==> src/rtl/pipe_hazard_ctrl_pkg.sv <==
// pipe_hazard_ctrl_pkg: sequencer state encodings and per-stage enable/flush bundle
package pipe_hazard_ctrl_pkg;
  localparam logic [1:0] ST_RUN     = 2'd0;
  localparam logic [1:0] ST_MEMWAIT = 2'd1;
  localparam logic [1:0] ST_FLUSH   = 2'd2;
  typedef struct packed {
    logic if_id;
    logic id_ex;
    logic ex_mem;
    logic mem_wb;
  } stage_t;
endpackage

==> src/rtl/pipe_hazard_ctrl_hazard_detect.sv <==
// hazard_detect: flags a load in EX whose destination is read by the instruction in ID
module hazard_detect #(
  parameter int RW = 3
) (
  input  logic [RW-1:0] id_rs1,
  input  logic [RW-1:0] id_rs2,
  input  logic          id_use_rs1,
  input  logic          id_use_rs2,
  input  logic          ex_mem_read,
  input  logic [RW-1:0] ex_rd,
  output logic          lu_hz
);
  assign lu_hz = ex_mem_read && ex_rd != '0 &&
                 ((id_use_rs1 && id_rs1 == ex_rd) || (id_use_rs2 && id_rs2 == ex_rd));
endmodule

==> src/rtl/pipe_hazard_ctrl.sv <==
// pipe_hazard_ctrl: 5-stage pipeline sequencer for load-use bubbles, branch flush and dmem wait
module pipe_hazard_ctrl
  import pipe_hazard_ctrl_pkg::*;
#(
  parameter int REGADDR_WIDTH = 3,
  parameter int MEM_TIMEOUT   = 15,
  parameter int CNT_WIDTH     = 16
) (
  input  logic                     clk,
  input  logic                     reset_n,
  input  logic [REGADDR_WIDTH-1:0] id_rs1,
  input  logic [REGADDR_WIDTH-1:0] id_rs2,
  input  logic                     id_use_rs1,
  input  logic                     id_use_rs2,
  input  logic                     ex_mem_read,
  input  logic [REGADDR_WIDTH-1:0] ex_rd,
  input  logic                     mem_mem_read,
  input  logic                     mem_mem_write,
  input  logic                     mem_branch,
  input  logic                     mem_taken,
  input  logic                     dmem_ready,
  output logic                     dmem_req,
  output logic                     pc_write,
  output logic                     pc_sel,
  output logic                     if_id_en,
  output logic                     id_ex_en,
  output logic                     ex_mem_en,
  output logic                     mem_wb_en,
  output logic                     if_id_flush,
  output logic                     id_ex_flush,
  output logic                     ex_mem_flush,
  output logic                     mem_wb_flush,
  output logic [1:0]               ctrl_state,
  output logic                     timeout_err,
  output logic [CNT_WIDTH-1:0]     stall_cycles
);
  localparam int WW = $clog2(MEM_TIMEOUT + 1);
  logic [1:0]    state, state_nxt;
  logic [WW-1:0] wait_cnt, wait_nxt;
  logic          memacc, lu_hz, tmo_hit, pcw, pcs, req;
  stage_t        en, fl;
  assign memacc = mem_mem_read | mem_mem_write;
  hazard_detect #(.RW(REGADDR_WIDTH)) u_hazard (
    .id_rs1     (id_rs1),
    .id_rs2     (id_rs2),
    .id_use_rs1 (id_use_rs1),
    .id_use_rs2 (id_use_rs2),
    .ex_mem_read(ex_mem_read),
    .ex_rd      (ex_rd),
    .lu_hz      (lu_hz)
  );
  always_comb begin
    en        = '1;
    fl        = '0;
    pcw       = 1'b1;
    pcs       = 1'b0;
    req       = 1'b0;
    state_nxt = ST_RUN;
    wait_nxt  = '0;
    tmo_hit   = 1'b0;
    if (state == ST_RUN) begin
      req = memacc;
      if (memacc && !dmem_ready) begin
        en        = '0;
        pcw       = 1'b0;
        fl.mem_wb = 1'b1;
        state_nxt = ST_MEMWAIT;
        wait_nxt  = WW'(1);
      end else if (mem_branch && mem_taken) begin
        pcs       = 1'b1;
        fl.if_id  = 1'b1;
        fl.id_ex  = 1'b1;
        fl.ex_mem = 1'b1;
        state_nxt = ST_FLUSH;
      end else if (lu_hz) begin
        pcw      = 1'b0;
        en.if_id = 1'b0;
        fl.id_ex = 1'b1;
      end
    end else if (state == ST_MEMWAIT) begin
      req = 1'b1;
      // on timeout the squashed access is dropped and the rest of the pipe moves on
      if (!dmem_ready && wait_cnt == WW'(MEM_TIMEOUT)) begin
        tmo_hit   = 1'b1;
        fl.ex_mem = 1'b1;
        fl.mem_wb = 1'b1;
      end else if (!dmem_ready) begin
        en        = '0;
        pcw       = 1'b0;
        fl.mem_wb = 1'b1;
        state_nxt = ST_MEMWAIT;
        wait_nxt  = wait_cnt + 1'b1;
      end
    end else if (state == ST_FLUSH) begin
      fl.if_id = 1'b1;
    end
  end
  assign if_id_en     = reset_n & en.if_id;
  assign id_ex_en     = reset_n & en.id_ex;
  assign ex_mem_en    = reset_n & en.ex_mem;
  assign mem_wb_en    = reset_n & en.mem_wb;
  assign if_id_flush  = reset_n & fl.if_id;
  assign id_ex_flush  = reset_n & fl.id_ex;
  assign ex_mem_flush = reset_n & fl.ex_mem;
  assign mem_wb_flush = reset_n & fl.mem_wb;
  assign pc_write     = reset_n & pcw;
  assign pc_sel       = reset_n & pcs;
  assign dmem_req     = reset_n & req;
  assign ctrl_state   = state;
  always_ff @(posedge clk or negedge reset_n) begin
    if (!reset_n) begin
      state        <= ST_RUN;
      wait_cnt     <= '0;
      timeout_err  <= 1'b0;
      stall_cycles <= '0;
    end else begin
      state       <= state_nxt;
      wait_cnt    <= wait_nxt;
      timeout_err <= timeout_err | tmo_hit;
      if (!pcw && ~&stall_cycles) stall_cycles <= stall_cycles + 1'b1;
    end
  end
endmodule

==> config.mk <==
export PLATFORM = sky130hd
export DESIGN_NAME = pipe_hazard_ctrl
export DESIGN_NICKNAME = d
export VERILOG_FILES = /design/src/rtl/pipe_hazard_ctrl_pkg.sv /design/src/rtl/pipe_hazard_ctrl_hazard_detect.sv /design/src/rtl/pipe_hazard_ctrl.sv
export SDC_FILE = /design/constraint.sdc
export NUM_CORES = 1
export LEC_CHECK = 0
export CORE_MARGIN = 3
export CORE_UTILIZATION = 35
export DETAILED_ROUTE_END_ITERATION = 10
export GPL_ROUTABILITY_DRIVEN = 0
export MAX_ROUTING_LAYER = met4
export PLACE_DENSITY = 0.68
export SETUP_SLACK_MARGIN = 0.02
export SYNTH_ARGS = -nofsm -noshare
export SYNTH_HDL_FRONTEND = slang
export SYNTH_SLANG_ARGS = --single-unit
export TNS_END_PERCENT = 5
==> constraint.sdc <==
create_clock -name clk -period 1.8 [get_ports clk]
set_clock_uncertainty 0.15 [all_clocks]
set_input_delay 0.36 -clock clk [delete_from_list [all_inputs] [get_ports clk]]
set_output_delay 0.36 -clock clk [all_outputs]
set_load 0.03 [all_outputs]
==> key figures, run 1 <==
Worst setup path
  – Crit path launch type: flop
  – Type of the worst setup path: flop to output port
  – CP bufs+invs: 2
  – Most used cell, CP: buf_4
  – Data required time of the worst path: ~1.3 ns
  – Cell Chain, Critical Path: nor2_1, nand3_4, buf_4, and3_1, buf_4
  – CP delay by family, top: simple AND/OR/NAND/NOR gates
  – Crit-path max FO: 4
  – Crit-path max cell delay: 0.44 ns
  – Critical Path AT: 1.56 ns
  – Slowest cell on the critical path: dfrtp_2
  – Worst Setup End Kind: output port

Synthesis
  – Xor-xnor portion of the synthesized cell area: about an eighth
  – Most area-consuming cells after synthesis: dfrtp_1 (44%), xor2_1 (7.4%), xnor2_1 (4.7%), nor2_1 (4.0%), nand3_1 (3.5%)
  – Mux share of post-synthesis cell area: 3.46%
  – Synth warn: 0
  – Seq/Total Area, Yosys: 44.3%
  – Post-synth EDFFs: 0
  – Syn Nets: approximately 150
  – Post-synth top area share: 44.3%
  – Count leader, synth: dfrtp_1
  – Simple-Gate Fraction of Synth Area: 27.3%
  – Cell area after synthesis: around 0.0013 sq mm
  – Synth Area in Adders: 1.92%
  – Synth Flop Type: dfrtp_1
  – Combinational family with the most area after synthesis: simple AND/OR/NAND/NOR gates
  – Average cell area after synthesis: 9.92 sq um
  – Synth cell count leaders: dfrtp_1 (23), nor2_1 (14), nand2_1 (12)
  – Area leader, netlist: dfrtp_1
  – FFs w/ async S/R, synth: 100%
  – Compound-gate portion of the synthesized area: 6.83%
  – Synth unique cells: 33
  – Synth Instances: between 100 and 150
  – Post-synthesis register bit count: 23

STA
  – RSZ-0062 raised after global routing: yes
  – Final period utilization: 115%
  – Worst Tran Pin Value: 0.323 ns
  – Fin crit period: approximately 2.1 ns
  – Fin. Hold Viols: 0
  – Max Slew Vio Count: 0
  – Final Setup Violations: 24
  – Max Fclk: 0.484 GHz
  – Post-route setup slack: -0.266 ns
  – Worst slew margin: 78.4%

Cells and area
  – Area of the multi-input gates: around 850 sq um
  – Layout cells sized above 1: around 48%
  – Finished layout cell area: 0.00226 sq mm
  – Final Util: about two thirds
  – Register area: 581 sq um
  – Area growth syn-to-layout: 74.1%
  – N_diodes: 0
  – Fill cell count: 284
  – Fin nets: 238

Floorplan
  – Number of I/O pins: 49
  – Die area: about 0.0045 sq mm
  – Starting Density: between 30% and 40%
  – Core area: roughly 0.0035 sq mm
  – Die width: 66.9 um
  – FP Rows: 21
  – Die Y: approximately 67 um

Detailed routing
  – 1st-iter DRT viols: 28
  – Via-to-Cell Ratio: 4.89
  – Drt pass-1 iters: 4
  – WL per Instance: 13.4 um
  – Routed WL: 3510 um
  – DRC: 0
  – Antenna viol nets, final: 0
  – Total number of vias: approximately 1300

Clock tree
  – CTS root buffer: clkbuf_8
  – H-tree levels: 1
  – Worst skew pair latency: 0.26 ns
  – CTS max path bufs: 2
  – CTS clk-pin slew, worst paths: 0.08 ns
  – CTS sink count: 23
  – CTS tree: done
  – CTS Buf Count: 3

GRT
  – Number of global-route vias before repair: 1330
  – Maximum number of pins on one net before global-route repair: 13
  – Grt total ovfl: 0
  – Initial antenna violation count: 0
  – GRT Overall Usage: 17.7%
  – Global-route wire length before repair: approximately 6000 um

Status
  – Status: finished, violations left
  – Violated checks: setup timing

Power
  – Leakage: around 1.1 nW
  – Pwr dens: 851 mW/mm^2
  – IR drop worst, VDD: 646 uV

Placement
  – PortBufs: 48
  – HPWL Detailed: 2800 um
  – Cell Area, Placed: 0.00207 sq mm

Flow run
  – Maximum capacitance violations: 0

Min path
  – Hold WC Path Type: primary input to async pin
-- layout by cell type, fill, tap and decap left out, types with 5 or more instances in the layout --
master,Yosys,layout
dlygate4sd2_1,0,29
nand3_1,9,6
dfrtp_1,23,19
buf_4,4,42
nor2_1,14,8
buf_6,1,9
xnor2_1,7,6
xor2_1,11,11
nand2_1,12,10
nor2_2,1,5
-- final cells by class --
cell class,instances,area share [%]
tap,46,2.54
sequential,23,25.6
clock buffer,4,1.99
timing repair buffer,86,31.7
inverter,3,0.498
multi-input combinational,100,37.6
-- per-layer routing --
metal | wire length, um | track usage [%] | up-vias
li1 | - | - | 622
met1 | 1450 | 20.4 | 614
met2 | 1870 | 32.9 | 40
met3 | 173 | 3.04 | 4
met4 | 20 | 2.28 | 0
met5 | 0 | - | -
-- what timing repair did --
action | in CTS | in global routing
setup buffers | 3 | 0
pin swaps | 18 | 12
endpoints found under the setup margin | 46 | 27
hold buffers | 0 | 0
resized for setup | 65 | 27
-- power breakdown --
| group | total (W) | switching (W) | internal (W) | leakage (nW) |
|---|---|---|---|---|
| registers | 0.000666 | 0.0000646 | 0.000601 | 0.297 |
| logic | 0.000941 | 0.000502 | 0.000439 | 0.785 |
| clock network | 0.000320 | 0.000162 | 0.000158 | 0.0228 |
-- worst register-to-register path: cells and delay by family, from the launching register on --
family | cells | cell delay, ns
compound gates | 2 | 0.50
flops | 1 | 0.44
simple gates | 3 | 0.43
buf+inv | 2 | 0.34
-- cell families after synthesis --
family,count (synthesis)
AO/OA/AOI/OAI,10
XOR/XNOR,18
adder cells (fa/ha/maj),2
buffers and inverters,8
flip-flops,23
multiplexers,4
AND/OR/NAND/NOR,66
-- worst paths after layout --
kind                               endpoint     startpoint  slack (ns)  depth (start not counted)
min                           ctrl_state[0]        reset_n        0.17                          2
min in group clk                timeout_err    timeout_err        0.32                          1
min reg2reg                     timeout_err    timeout_err        0.32                          1
max reg2reg                stall_cycles[11]  ctrl_state[1]       -0.16                          7
max in group asynchronous   stall_cycles[0]        reset_n        1.01                          3
max                               ex_mem_en  ctrl_state[1]       -0.27                          5
-- per-stage QoR --
stage | total power (W) | TNS [ns] | std cells | hold slack [ns] | setup WS (ns)
6_report | 0.00193 | -3.45 | 262 | 0.171 | -0.266
5_1_grt | 0.00203 | -5.40 | 262 | 0.177 | -0.353
4_1_cts | 0.00187 | -3.77 | 262 | 0.135 | -0.279
3_5_place_dp | 0.00158 | -15.20 | 255 | 0.304 | -0.801
3_3_place_gp | 0.00155 | -13.24 | 255 | 0.305 | -0.672
2_1_floorplan | 0.00110 | -3.53 | 131 | -0.0856 | -0.230
-- flip-flops by register name, summed over array words and instances, names as in the netlist --
register / count
wait_cnt: 4
stall_cycles: 16
ctrl_state: 2
timeout_err: 1
(Power assumes the default switching activity.)
==> run 2: changes to the inputs <==
--- a/config.mk
+++ b/config.mk
@@ -9,9 +9,8 @@
 export CORE_UTILIZATION = 35
 export DETAILED_ROUTE_END_ITERATION = 10
 export GPL_ROUTABILITY_DRIVEN = 0
-export MAX_ROUTING_LAYER = met4
+export HOLD_SLACK_MARGIN = 0.02
 export PLACE_DENSITY = 0.68
-export SETUP_SLACK_MARGIN = 0.02
 export SYNTH_ARGS = -nofsm -noshare
 export SYNTH_HDL_FRONTEND = slang
 export SYNTH_SLANG_ARGS = --single-unit
==> key figures, run 2 (synthesis results as in run 1) <==
Status
  – Status: finished, violations left
  – Violated checks: setup timing

Clock tree
  – CTS max path bufs: 2 (unchanged)
  – CTS Hold Bufs: 0 (unchanged)
  – CTS root buffer: clkbuf_8
  – H-tree levels: 1 (unchanged)
  – CTS tree: done
  – CTS sink count: 23 (unchanged)
  – CTS clk-pin slew, worst paths: 0.08 ns (about the same)
  – Worst skew pair latency: 0.26 ns (about the same)
  – CTS Buf Count: 3 (unchanged)

Worst setup path
  – Critical Path End: pc_write
  – Worst r2r path cells: 7 (unchanged)
  – Crit-path max cell delay: 0.38 ns (-0.06 ns)
  – Crit path launch type: flop
  – Cell Chain, Critical Path: ha_2, nand3_4, nand3_4, nand2_4, a31oi_4, and2_4, buf_6
  – Crit-path max FO: 3 (-1)
  – Type of the worst setup path: flop to output port
  – Capture point of the worst reg-to-reg path: stall_cycles[11]
  – Worst Setup End Kind: output port
  – Critical Path AT: 1.56 ns (about the same)
  – Worst Setup SP: wait_cnt[1]
  – Most used cell, CP: nand3_4
  – Critical R2R Launch: ctrl_state[1]
  – Data required time of the worst path: 1.29 ns (about the same)
  – Slowest cell on the critical path: dfrtp_1
  – R2R setup slack: -0.16 ns (about the same)

Detailed routing
  – 1st-iter DRT viols: 23 (-18%)
  – Routed WL: 3470 um (-1.4%)
  – DRC: 0 (unchanged)
  – Total number of vias: 1275 (-0.39%)
  – Via-to-Cell Ratio: 4.87 (-0.39%)
  – Antenna viol nets, final: 0 (unchanged)
  – WL per Instance: 13.2 um (-1.4%)
  – Drt pass-1 iters: 4 (unchanged)

GRT
  – Grt total ovfl: 0 (unchanged)
  – Maximum number of pins on one net before global-route repair: 13 (unchanged)
  – Initial antenna violation count: 0 (unchanged)
  – Global-route wire length before repair: 5920 um (-0.34%)
  – Number of global-route vias before repair: 1324 (-0.45%)
  – GRT Overall Usage: 17.2% (-0.52 points)

Power
  – IR drop worst, VDD: 643 uV (-0.34%)
  – Comb power frac: 48.6% (-0.2 points)
  – Pwr dens: 843 mW/mm^2 (-0.97%)
  – Pint: 0.00119 W (-0.69%)
  – Total power: 0.00190 W (-1.2%)
  – Seq pwr share: 34.7% (about the same)
  – Switch Pwr: 0.000714 W (-2.0%)
  – Sw Ratio: 37.5% (-0.31 points)
  – Clk pwr share: 16.7% (about the same)
  – Leakage: 1.10 nW (-0.62%)

Cells and area
  – Most frequent cells in the layout: buf_4 (42), dlygate4sd2_1 (29), dfrtp_1 (19), xor2_1 (11), nand2_1 (10)
  – Area growth syn-to-layout: 73.7%
  – Fill cell count: 284 (unchanged)
  – Register area: 581 sq um (unchanged)
  – N_diodes: 0 (unchanged)
  – Layout cells sized above 1: 47.7% (unchanged)
  – Final Util: 65.1% (-0.14 points)
  – Number of flip-flops in the largest register: 16 (unchanged)
  – Most flops, register: stall_cycles
  – Commonest non-fill, non-tap cell in the layout: buf_4
  – Fin nets: 238 (unchanged)
  – Area of the multi-input gates: 847 sq um (-0.59%)
  – Fin cells: 262 (unchanged)

Placement
  – Placed Cells incl. Taps: 255 (unchanged)
  – PortBufs: 48 (unchanged)
  – HPWL Detailed: 2800 um (unchanged)

STA
  – Post-route setup slack: -0.272 ns (-0.00577 ns)
  – Fin crit period: 2.07 ns (+0.00577 ns)
  – Max Slew Vio Count: 0 (unchanged)
  – Hold slack: 0.167 ns (-0.00363 ns)
  – Worst Tran Pin Value: 0.325 ns (+0.00156 ns)
  – Worst slew margin: 78.3% (-0.10 points)
  – Fin. Hold Viols: 0 (unchanged)
  – Final Setup Violations: 24 (unchanged)
  – RSZ-0062 raised after global routing: yes
  – Max Fclk: 0.483 GHz (-0.28%)
  – Final period utilization: 115% (+0.32 points)

Floorplan
  – Number of I/O pins: 49 (unchanged)
  – Die area: 0.00448 sq mm (unchanged)
  – Starting Density: 37.5% (unchanged)
  – FP Rows: 21 (unchanged)
  – Die Y: 66.9 um (unchanged)
  – Die width: 66.9 um (unchanged)
  – Core area: 0.00347 sq mm (unchanged)

Min path
  – Hold WC Path Type: primary input to async pin

Flow run
  – Maximum capacitance violations: 0 (unchanged)
## run 2: cell counts in the layout (fill, tap and decap cells not counted)
No cell type changed its count.
## run 2: critical path: cells and delay by family, from the launching register on
family	cells	cell delay (ns)
AO/OA/AOI/OAI	1	0.17
AND/OR/NAND/NOR	4	0.41
adder cells (fa/ha/maj)	1	0.22
buffers and inverters	1	0.13
flip-flops	1	0.38
## run 2: worst min-delay path by stage
stage	from	depth (start not counted)	slack, ns	end
global placement	timeout_err	1	0.31	timeout_err
CTS	reset_n	2	0.13	ctrl_state[0]
finish	reset_n	2	0.17	ctrl_state[0]
floorplan	reset_n	0	-0.09	ctrl_state[0]
detailed placement	timeout_err	1	0.30	timeout_err
global route	reset_n	2	0.18	ctrl_state[0]
## run 2: per-layer routing
layer  up-vias  global-route usage (%)  wire length [um]
met5         -                       0                 0
met4         0                    2.28                 6
met3         2                    3.20               182
met2        43                    32.9              1860
met1       607                    20.1              1420
li1        623                       -                 -
## run 2: cell type report
cell class | instances | area share, %
timing repair buffer | 86 | 31.7
sequential | 23 | 25.7
clock buffer | 4 | 1.99
multi-input combinational | 100 | 37.5
inverter | 3 | 0.499
tap | 46 | 2.55
## run 2: repair_timing
item	4_1_cts	5_1_grt
pin swaps	18	12
setup endpoints to repair	46	27
resized for setup	65	26
buffers inserted	3	0
## run 2: power by group through the flow
stage | Combinational (W) | Clock (W) | Sequential, W
global placement | 0.000898 | 0 | 0.000655
global route | 0.000994 | 0.000345 | 0.000671
CTS | 0.000896 | 0.000330 | 0.000647
finish | 0.000925 | 0.000317 | 0.000661
floorplan | 0.000268 | 0 | 0.000835
detailed placement | 0.000918 | 0 | 0.000658
## run 2: metrics by stage
| stage | setup WS (ns) | TNS (ns) | instance area (sq um) |
|---|---|---|---|
| global placement | -0.672 | -13.24 | 2070 |
| global route | -0.353 | -5.40 | 2260 |
| CTS | -0.279 | -3.77 | 2180 |
| detailed placement | -0.801 | -15.20 | 2070 |
| floorplan | -0.230 | -3.53 | 1350 |
| finish | -0.272 | -3.48 | 2260 |
